===== src/rtl/divisor_frecuencia_multi.sv =====
// Multi-channel clock-enable generator.
// Each channel divides reloj by its own runtime-programmable divisor. It produces
// a one-cycle tick enable and a 50%-duty square wave whose period is 2*eff cycles.
// Priority on every edge, highest first: reset > sincronizar > write > count.
module divisor_frecuencia_multi #(
   parameter int NCH         = 3,
   parameter int WIDTH       = 17,
   parameter int SELW        = 2,
   parameter int DEFAULT_DIV = 125000
) (
   input  logic             reloj,
   input  logic             reset,
   input  logic [NCH-1:0]   habilitar,
   input  logic             sincronizar,
   input  logic             we,
   input  logic [SELW-1:0]  sel,
   input  logic [WIDTH-1:0] dato,
   output logic [NCH-1:0]   tick,
   output logic [NCH-1:0]   cuadrada
);

   logic [WIDTH-1:0] cnt_q [NCH];
   logic [WIDTH-1:0] cnt_d [NCH];
   logic [WIDTH-1:0] div_q [NCH];
   logic [WIDTH-1:0] div_d [NCH];
   logic [NCH-1:0]   tick_q, tick_d;
   logic [NCH-1:0]   cuadrada_q, cuadrada_d;

   // Per-channel helpers: write address match and terminal count (eff-1)
   logic [NCH-1:0]   wr_hit;
   logic [WIDTH-1:0] last_cnt [NCH];

   // Decode the write target and the terminal count of each channel
   always_comb begin
      for (int i = 0; i < NCH; i++) begin
         // A sel value of NCH or above never matches a channel. The write is then dropped.
         wr_hit[i]   = we && (sel == SELW'(i));
         // Divisors 0 and 1 both mean "divide by one". The terminal count is then 0.
         last_cnt[i] = (div_q[i] <= WIDTH'(1)) ? '0 : div_q[i] - WIDTH'(1);
      end
   end

   // Next-state logic for every channel. Reset is applied in the register block.
   always_comb begin
      for (int i = 0; i < NCH; i++) begin
         // NOTE: every _d gets a hold/idle default before any branch, so no path can infer a latch.
         cnt_d[i]      = cnt_q[i];
         div_d[i]      = div_q[i];
         tick_d[i]     = 1'b0;
         cuadrada_d[i] = cuadrada_q[i];

         if (sincronizar) begin
            // Phase-align all channels. A coincident write still lands in its divisor.
            cnt_d[i]      = '0;
            cuadrada_d[i] = 1'b0;
            if (wr_hit[i]) begin
               div_d[i] = dato;
            end
         end else if (wr_hit[i]) begin
            // A new divisor restarts the period. The square-wave level is kept.
            div_d[i] = dato;
            cnt_d[i] = '0;
         end else if (habilitar[i]) begin
            // The >= compare also recovers a count left above a freshly lowered divisor.
            if (cnt_q[i] >= last_cnt[i]) begin
               cnt_d[i]      = '0;
               tick_d[i]     = 1'b1;
               cuadrada_d[i] = ~cuadrada_q[i];
            end else begin
               cnt_d[i] = cnt_q[i] + WIDTH'(1);
            end
         end
      end
   end

   // State registers with synchronous reset. Divisors return to DEFAULT_DIV.
   always_ff @(posedge reloj) begin
      // NOTE: state is updated with non-blocking assignments only, so every flop samples pre-edge values.
      if (reset) begin
         for (int i = 0; i < NCH; i++) begin
            // NOTE: the divisor array is reset too. It holds live configuration, not bulk data.
            cnt_q[i] <= '0;
            div_q[i] <= WIDTH'(DEFAULT_DIV);
         end
         tick_q     <= '0;
         cuadrada_q <= '0;
      end else begin
         for (int i = 0; i < NCH; i++) begin
            cnt_q[i] <= cnt_d[i];
            div_q[i] <= div_d[i];
         end
         tick_q     <= tick_d;
         cuadrada_q <= cuadrada_d;
      end
   end

   assign tick     = tick_q;
   assign cuadrada = cuadrada_q;

endmodule


===== config.mk =====
export PLATFORM = sky130hd
export DESIGN_NAME = divisor_frecuencia_multi
export DESIGN_NICKNAME = d
export VERILOG_FILES = /design/src/rtl/divisor_frecuencia_multi.sv
export SDC_FILE = /design/constraint.sdc
export NUM_CORES = 1
export LEC_CHECK = 0
export ABC_AREA = 1
export ABC_CLOCK_PERIOD_IN_PS = 2800
export CAP_MARGIN = 20
export CORE_ASPECT_RATIO = 0.5
export CORE_UTILIZATION = 56
export DETAILED_ROUTE_END_ITERATION = 8
export GPL_TIMING_DRIVEN = 0
export PLACE_DENSITY = 0.78
export RECOVER_POWER = 50
export SYNTH_ARGS = -nofsm -noshare
export SYNTH_HDL_FRONTEND = slang
export SYNTH_SLANG_ARGS = --single-unit

===== constraint.sdc =====
create_clock -name reloj -period 2.8 [get_ports reloj]
set_input_delay 0.56 -clock reloj [delete_from_list [all_inputs] [get_ports reloj]]
set_output_delay 0.56 -clock reloj [all_outputs]
set_load 0.005 [all_outputs]

; Word level (Yosys, flattened, before mapping)
; Memory sizes are Yosys's and may differ from the RTL's.
; Index checks and enable logic that the tools add are counted.
[totals]
output_inout_bits = 6
n_memories = 2
ramBits = 102
reg_bits = 6
[memory_table]
columns = name, words, width, read_ports, rd_clocked_by_memory_dff, wr, line
row1 = cnt_q, 3, 17, 3, 0, 3, 22  ; logic [WIDTH-1:0] cnt_q [NCH];
row2 = div_q, 3, 17, 3, 0, 3, 24  ; logic [WIDTH-1:0] div_q [NCH];
[classes]
muxes = 30
n_reduce_logical = 11
n_addsub = 6
n_eq_ne = 2
n_bitwise = 15
magnitude_cmp = 6
[ops]
columns = cell, n
row1 = $mux 17, 24
row2 = $add 17x1->17 const B, 3
row3 = $ge 17x17->1, 3
row4 = $le 17x1->1 const B, 3
row5 = $sub 17x1->17 const B, 3
row6 = $reduce_or 4->1, 3
row7 = $not 1->1, 9
row8 = $reduce_and 3->1, 3
row9 = $mux 1, 6
row10 = $or 1x1->1, 6
row11 = $logic_and 1x1->1, 3
row12 = $eq 2x1->1 const B, 1
row13 = $eq 2x2->1 const B, 1
row14 = $logic_not 2->1, 1
row15 = $reduce_or 2->1, 1

; Logic depth before layout (Yosys ltp)
; Gate-level depths: netlist of run 1.
[logic_depth]
ltp_word = 8
mapped_depth = 23
mapped_depth_nobuf = 22

; Least setup slack after synthesis of run 1
; No wires, ideal clock.
[synth_timing]
kind = reg2reg
start = memory div_q[0][0]
end = memory cnt_q[0][11]
period_less_slack_ps = 2686
path_slack_ps = 114
stages_incl_launch_ff = 22
t_arrival_ps = 2569
setup_ps = 117
t_required_ps = 2683
path_cell_list = dfxtp_1 > inv_1 > ha_1 > inv_1 > nor2_1 > nand2_1 > nor2_1 > inv_1 > nor4_1 > xor2_1 > nand2_1 > ha_1 > nand2_1 > nor2_1 > nand2_1 > nor2_1 > nor2_1 > nand3_2 > nand2_1 > nand2_2 > buf_4 > nor2_1
[synth_lines]
columns = item, line
row1 = "start, declared", 24
row2 = "end, declared", 22

==> results of run 1 <==
flip-flops by register name, indices dropped and copies added, names as in the netlist:
name	cells
tick	3
cuadrada	3
div_q	51
cnt_q	51
area by class of cell:
class | count | area, µm²
clock inverter | 6 | 53.80
multi-input combinational | 800 | 5066
buffer | 18 | 110.1
timing repair buffer | 67 | 618.1
clock buffer | 10 | 229.0
inverter | 113 | 439.2
fill | 883 | 3105
sequential | 108 | 2188
tap | 165 | 206.4
logic make-up (layout without fill, tap and decap cells):
family / Yosys count / in the layout
XOR/XNOR: 55 / 55
buffers and inverters: 132 / 214
adder cells (fa/ha/maj): 60 / 60
AND/OR/NAND/NOR: 573 / 573
flip-flops: 108 / 108
AO/OA/AOI/OAI: 112 / 112
synthesized netlist by cell type (all sizes together):
library cell,number,share of area
a21boi,4,0.0043
xnor2,21,0.026
ha,60,0.11
o211ai,15,0.016
nand3,66,0.050
nand3b,2,0.0021
nor4,5,0.0053
a31oi,4,0.0036
o21ai,49,0.036
nor2,204,0.11
xor2,34,0.042
clkbuf,9,0.0048
dfxtp,108,0.31
a21o,3,0.0032
nand2,250,0.14
and2,1,0.00089
or2,11,0.0098
buf,10,0.011
nand4,11,0.0098
o22ai,1,0.00089
inv,113,0.060
nor3,23,0.026
a21oi,36,0.026
stage by stage:
stage | instances | setup TNS [ns] | utilization
finish | 1287 | -0.3564 | 0.7416
global route | 1287 | -5.315 | 0.7416
floorplan | 1040 | 0 | -
detailed placement | 1236 | -15.76 | 0.6289
CTS | 1271 | -0.4664 | 0.6781
global placement | 1236 | -12.20 | 0.6289
layer usage:
metal  vias up  share of wire
met5         -              0
met1      3252           0.44
met3        23          0.059
li1       3494              -
met2       232           0.48
met4         0          0.012
worst max path at each step:
stage,startpoint,endpoint,slack [ns]
detailed placement,div_q[0][0],cnt_q[0][11],-0.52
finish,div_q[0][36],cnt_q[0][39],-0.05
global route,div_q[0][45],cnt_q[0][39],-0.17
CTS,div_q[0][1],cnt_q[0][11],-0.04
global placement,div_q[0][0],cnt_q[0][11],-0.46
floorplan,div_q[0][0],cnt_q[0][11],0.11
cells in the final DEF (no fill, tap or decap), types with 11 or more instances in the layout:
master and n:
nand2_1 209, nor2_4 22, nand4_1 11, inv_2 12
a21oi_1 30, inv_1 96, dfxtp_1 91, xor2_1 33
nand2_2 34, xnor2_1 21, ha_4 16, nor2_2 37
o21ai_0 41, ha_1 44, o211ai_1 15, clkdlybuf4s50_1 24
nor2_1 145, nand3_1 54, nand3_2 12, buf_4 28
clkbuf_1 13, dfxtp_2 15
worst max-delay path, cell delays in order (launching register included):
cell and delay [ns]:
dfxtp_4 0.36, or2_4 0.26, nor2_4 0.14, nand2_4 0.09
nor3_4 0.15, nand2_1 0.08, nand2_2 0.10, inv_4 0.06
buf_6 0.15, nand3_2 0.11, ha_4 0.22, nand2_2 0.11
nor2_4 0.05, inv_2 0.07, a21oi_2 0.04, nor2_2 0.20
nand3_2 0.14, nand2_2 0.09, nand2_4 0.10, clkbuf_16 0.19
nor2_1 0.08
repair_timing:
action | in CTS | in global routing
gates resized for setup | 52 | 171
gates cloned | 1 | 2
buffers inserted | 18 | 15
setup endpoints to repair | 53 | 56
pin swaps | 24 | 56
where the power goes:
group / total (mW) / switching, mW / internal, mW
Combinational: 0.519 / 0.310 / 0.210
Sequential: 1.63 / 0.0544 / 1.58
Clock: 1.25 / 0.630 / 0.622
==> flow_metrics.env, run 1 <==
export IMPL_status="complete, but fails checks"
export IMPL_violations="setup timing"
export IMPL_yosys_warnings=0
export IMPL_synthesis_nets=1126
export IMPL_timing_rr_start="div_q[0][36]"
export IMPL_hold_slack_ns=0.5154
export IMPL_grt_busiest_layer="met2"
export IMPL_period_share=1.019
export IMPL_rr_worst_depth=20
export IMPL_place_port_buffers=31
export IMPL_clk_pin_slew_ns=0.08
export IMPL_grt_overflow=0
export IMPL_worst_hold_path_num_cells=2
export IMPL_grtUsageMet1=0.3558
export IMPL_syn_area_um2=7041
export IMPL_num_vias=7001
export IMPL_grt_max_degree=20
export IMPL_cts_tree="done"
export IMPL_ys_seq_area_frac=0.3071
export IMPL_fp_dieW_um=160.6
export IMPL_clkLatencyLatePin_ns=0.36
export IMPL_relSlewSlack=0.5204
export IMPL_finalHoldViolCount=0
export IMPL_first_iter_violations=593
export IMPL_hp_start="cuadrada[1]"
export IMPL_gr_usage_met3=0.05312
export IMPL_drtAntennaViolNets=0
export IMPL_io_pins=32
export IMPL_finalNetCount=1203
export IMPL_p_leak_nw=3.847
export IMPL_drcViolationCount=0
export IMPL_ff2ff_setup_slack_ns=-0.05
export IMPL_skew_ns=0.007258
export IMPL_crit_fanout=10
export IMPL_syn_inst=1040
export IMPL_first_pass_iters=5
export IMPL_slew_violations=0
export IMPL_rsz0062_at_grt="true"
export IMPL_synthAdderAreaFrac=0.1066
export IMPL_stdcell_area_um2=8911
export IMPL_cts_sinks=108
export IMPL_ys_types=37
export IMPL_cp_start_kind="register"
export IMPL_r2r_end="cnt_q[0][39]"
export IMPL_gp_congestion=0.9002
export IMPL_track_usage=0.2720
export IMPL_cts_root_buf="clkbuf_16"
export IMPL_finalCriticalPeriod_ns=2.852
export IMPL_arrival_ns=3.16
export IMPL_min_path_type="reg2reg"
export IMPL_holdPathEnd="cuadrada[1]"
export IMPL_synth_xor_area_share=0.06842
export IMPL_criticalPathCategory="reg2reg"
export IMPL_worst_pin_slew_ns=0.7168
export IMPL_numCtsBuffers=9
export IMPL_grt_pass1_vias=5956
export IMPL_grt_pass1_wl_um=28230
export IMPL_coreArea_um2=12020
export IMPL_dpl_cell_area_um2=7557
export IMPL_dp_hpwl_um=12980
export IMPL_p_per_area_nw_per_um2=381.9
export IMPL_fin_ws_ns=-0.05205
export IMPL_irDropWorstVdd_uv=330.0
export IMPL_setup_viol=14
export IMPL_drive_gt1_frac=0.2291
export IMPL_fp_dieH_um=81.29
export IMPL_viasPerCell=5.440
export IMPL_htree_num_levels=3
export IMPL_crit_required_ns=3.10
export IMPL_initial_core_util=0.5859
export IMPL_syn2layout_area_growth_pct=26.57
export IMPL_cts_hold_buf=0
export IMPL_yosys_area_share_simple=0.3521
export IMPL_synth_compound_area_share=0.08992
export IMPL_wl_per_cell_um=14.80
export IMPL_crit_path_end_kind="register"
export IMPL_antenna_found_initial=0
export IMPL_dieArea_um2=13050
export IMPL_cts_buffer_depth=2
export IMPL_drv_cap=0
export IMPL_synth_seq_cells=108
export IMPL_std_cell_rows=28
export IMPL_post_place_ws_ns=-0.5244
export IMPL_power_mw=3.403
export IMPL_use_met2=0.4714
export IMPL_fmax_mhz=350.6
export IMPL_synth_top_family_by_area="simple AND/OR/NAND/NOR gates"
export IMPL_wl_um=19050
export IMPL_muxShareOfSynthArea=0
export IMPL_syn_avg_cell_area_um2=6.770
export IMPL_antenna_cells=0
No activity file was read; power rests on OpenSTA's default activity.
==> run 2, diff against run 1 <==
--- a/config.mk
+++ b/config.mk
@@ -14,6 +14,8 @@
 export GPL_TIMING_DRIVEN = 0
 export PLACE_DENSITY = 0.78
 export RECOVER_POWER = 50
+export REMOVE_ABC_BUFFERS = 1
 export SYNTH_ARGS = -nofsm -noshare
 export SYNTH_HDL_FRONTEND = slang
 export SYNTH_SLANG_ARGS = --single-unit
+export TNS_END_PERCENT = 100
==> run 2 against run 1 <==
  * Die area stayed put
  * Sequential power hardly changed
  * Combinational power is 7.9% lower
  * Routed wire length is 3.6% lower
  * Sequential cell count stayed put
  * Sequential share of layout area is 0.55 points higher
  * The flow still finishes with violations (setup timing)
  * Clock power is 5% higher
  * First-iteration DRC count is 3.0% lower
  * Clock-buffer cell count stayed put
  * Worst setup slack better by 0.019 ns
  * Utilization is 1.7 points lower
  * Non-clock buffer count is 23 lower
==> flow_metrics.env, run 2 (same netlist as run 1, synthesis figures left out) <==
export IMPL_crit_fanout=8
export IMPL_fp_dieW_um=160.6
export IMPL_first_iter_violations=575
export IMPL_antenna_found_initial=0
export IMPL_relSlewSlack=0.2552
export IMPL_htree_num_levels=3
export IMPL_numCtsBuffers=9
export IMPL_final_cell_mix="nand2_1 (217), nor2_1 (137), inv_1 (97), dfxtp_1 (93), nand3_1 (58)"
export IMPL_grt_pass1_wl_um=27800
export IMPL_first_pass_iters=5
export IMPL_swShare=0.2793
export IMPL_status="complete, but fails checks"
export IMPL_dp_hpwl_um=12240
export IMPL_cts_tree="done"
export IMPL_dp_cells=1220
export IMPL_std_cell_rows=28
export IMPL_cts_sinks=108
export IMPL_grt_pass1_vias=6005
export IMPL_top_regs="cnt_q x51, div_q x51"
export IMPL_wl_um=18370
export IMPL_dieArea_um2=13050
export IMPL_syn2layout_area_growth_pct=23.67
export IMPL_final_common_cell="nand2_1"
export IMPL_cts_buffer_depth=2
export IMPL_place_port_buffers=31
export IMPL_crit_path_end_kind="register"
export IMPL_fin_ws_ns=-0.03285
export IMPL_num_vias=6915
export IMPL_crit_required_ns=3.08
export IMPL_finalCriticalPeriod_ns=2.833
export IMPL_arrival_ns=3.11
export IMPL_io_pins=32
export IMPL_antenna_cells=0
export IMPL_violations="setup timing"
export IMPL_setup_viol=5
export IMPL_finalHoldViolCount=0
export IMPL_clkLatencyLatePin_ns=0.35
export IMPL_cp_start_kind="primary input"
export IMPL_rr_worst_depth=19
export IMPL_slew_violations=0
export IMPL_worst_hold_path_num_cells=2
export IMPL_dpl_cell_area_um2=7497
export IMPL_finalNetCount=1185
export IMPL_p_per_area_nw_per_um2=392.5
export IMPL_netSwitchingPower_mw=0.9544
export IMPL_fp_dieH_um=81.29
export IMPL_rsz0062_at_grt="true"
export IMPL_criticalPathCategory="in2reg"
export IMPL_drtAntennaViolNets=0
export IMPL_min_path_type="reg2reg"
export IMPL_wl_per_cell_um=14.47
export IMPL_fmax_mhz=353.0
export IMPL_irDropWorstVdd_uv=286.2
export IMPL_drcViolationCount=0
export IMPL_gp_congestion=0.8849
export IMPL_grt_max_degree=31
export IMPL_coreArea_um2=12020
export IMPL_drv_cap=0
export IMPL_skew_ns=0.009398
export IMPL_p_seq_frac=0.477
export IMPL_clk_pin_slew_ns=0.07
export IMPL_initial_core_util=0.5859
export IMPL_viasPerCell=5.449
export IMPL_period_share=1.012
export IMPL_stdcell_area_um2=8707
export IMPL_p_clk_frac=0.383
export IMPL_drive_gt1_frac=0.2083
export IMPL_grt_overflow=0
export IMPL_p_leak_nw=3.751
export IMPL_stdcell_count=1269
export IMPL_comb_power_share=0.140
export IMPL_p_int_mw=2.463
export IMPL_cts_root_buf="clkbuf_16"
export IMPL_worst_pin_slew_ns=1.117
export IMPL_track_usage=0.2645
## run 2: through the flow
stage / hold slack [ns] / util / setup slack (ns) / power, mW / TNS [ns]
after CTS: 0.5193 / 0.6714 / -0.005904 / 3.365 / -0.005904
after floorplan: 0.4695 / - / 0.1443 / 1.905 / 0
final: 0.5131 / 0.7246 / -0.03285 / 3.417 / -0.06431
after global routing: 0.5390 / 0.7246 / -0.1448 / 3.560 / -4.421
after detailed placement: 0.5094 / 0.6239 / -0.4654 / 2.042 / -16.54
after global placement: 0.4883 / 0.6197 / -0.3966 / 2.022 / -18.42
## run 2: worst paths after layout
check,from,to,slack [ns]
min,div_q[0][23],div_q[0][23],0.51
max,reset,cnt_q[0][47],-0.03
min reg2reg,div_q[0][23],div_q[0][23],0.51
max reg2reg,div_q[0][18],cnt_q[0][19],0.03
## run 2: cell type report
type / instances / area [µm²]
Fill cell: 892 / 3309
Inverter: 113 / 437.9
Timing Repair Buffer: 62 / 535.5
Sequential cell: 108 / 2186
Multi-Input combinational cell: 805 / 5041
Clock buffer: 10 / 229.0
Tap cell: 165 / 206.4
Clock inverter: 6 / 71.32
## run 2: power groups by stage
stage | sequential, mW | clock (mW) | combinational (mW)
after floorplan | 1.64 | 0 | 0.263
after global placement | 1.65 | 0 | 0.370
after detailed placement | 1.65 | 0 | 0.388
after CTS | 1.62 | 1.33 | 0.420
after global routing | 1.64 | 1.40 | 0.529
final | 1.63 | 1.31 | 0.478
## run 2: worst max-delay path: stages
cell	delay, ns
dlygate4sd3_1	0.57
nor2_1	0.55
inv_1	0.33
nor2_1	0.71
nand2_8	0.22
nor2_2	0.15
## run 2: repair_timing
item,CTS,global route
hold buffers,0,0
gates cloned,2,3
gates resized for setup,48,151
buffers inserted,12,16
setup endpoints to repair,54,57
pin swaps,22,47
## run 2: routing by layer
layer	track usage	wire length, µm
met5	0	0
met3	0.04903	983
met1	0.3428	8293
met2	0.4576	8802
met4	0.06857	287
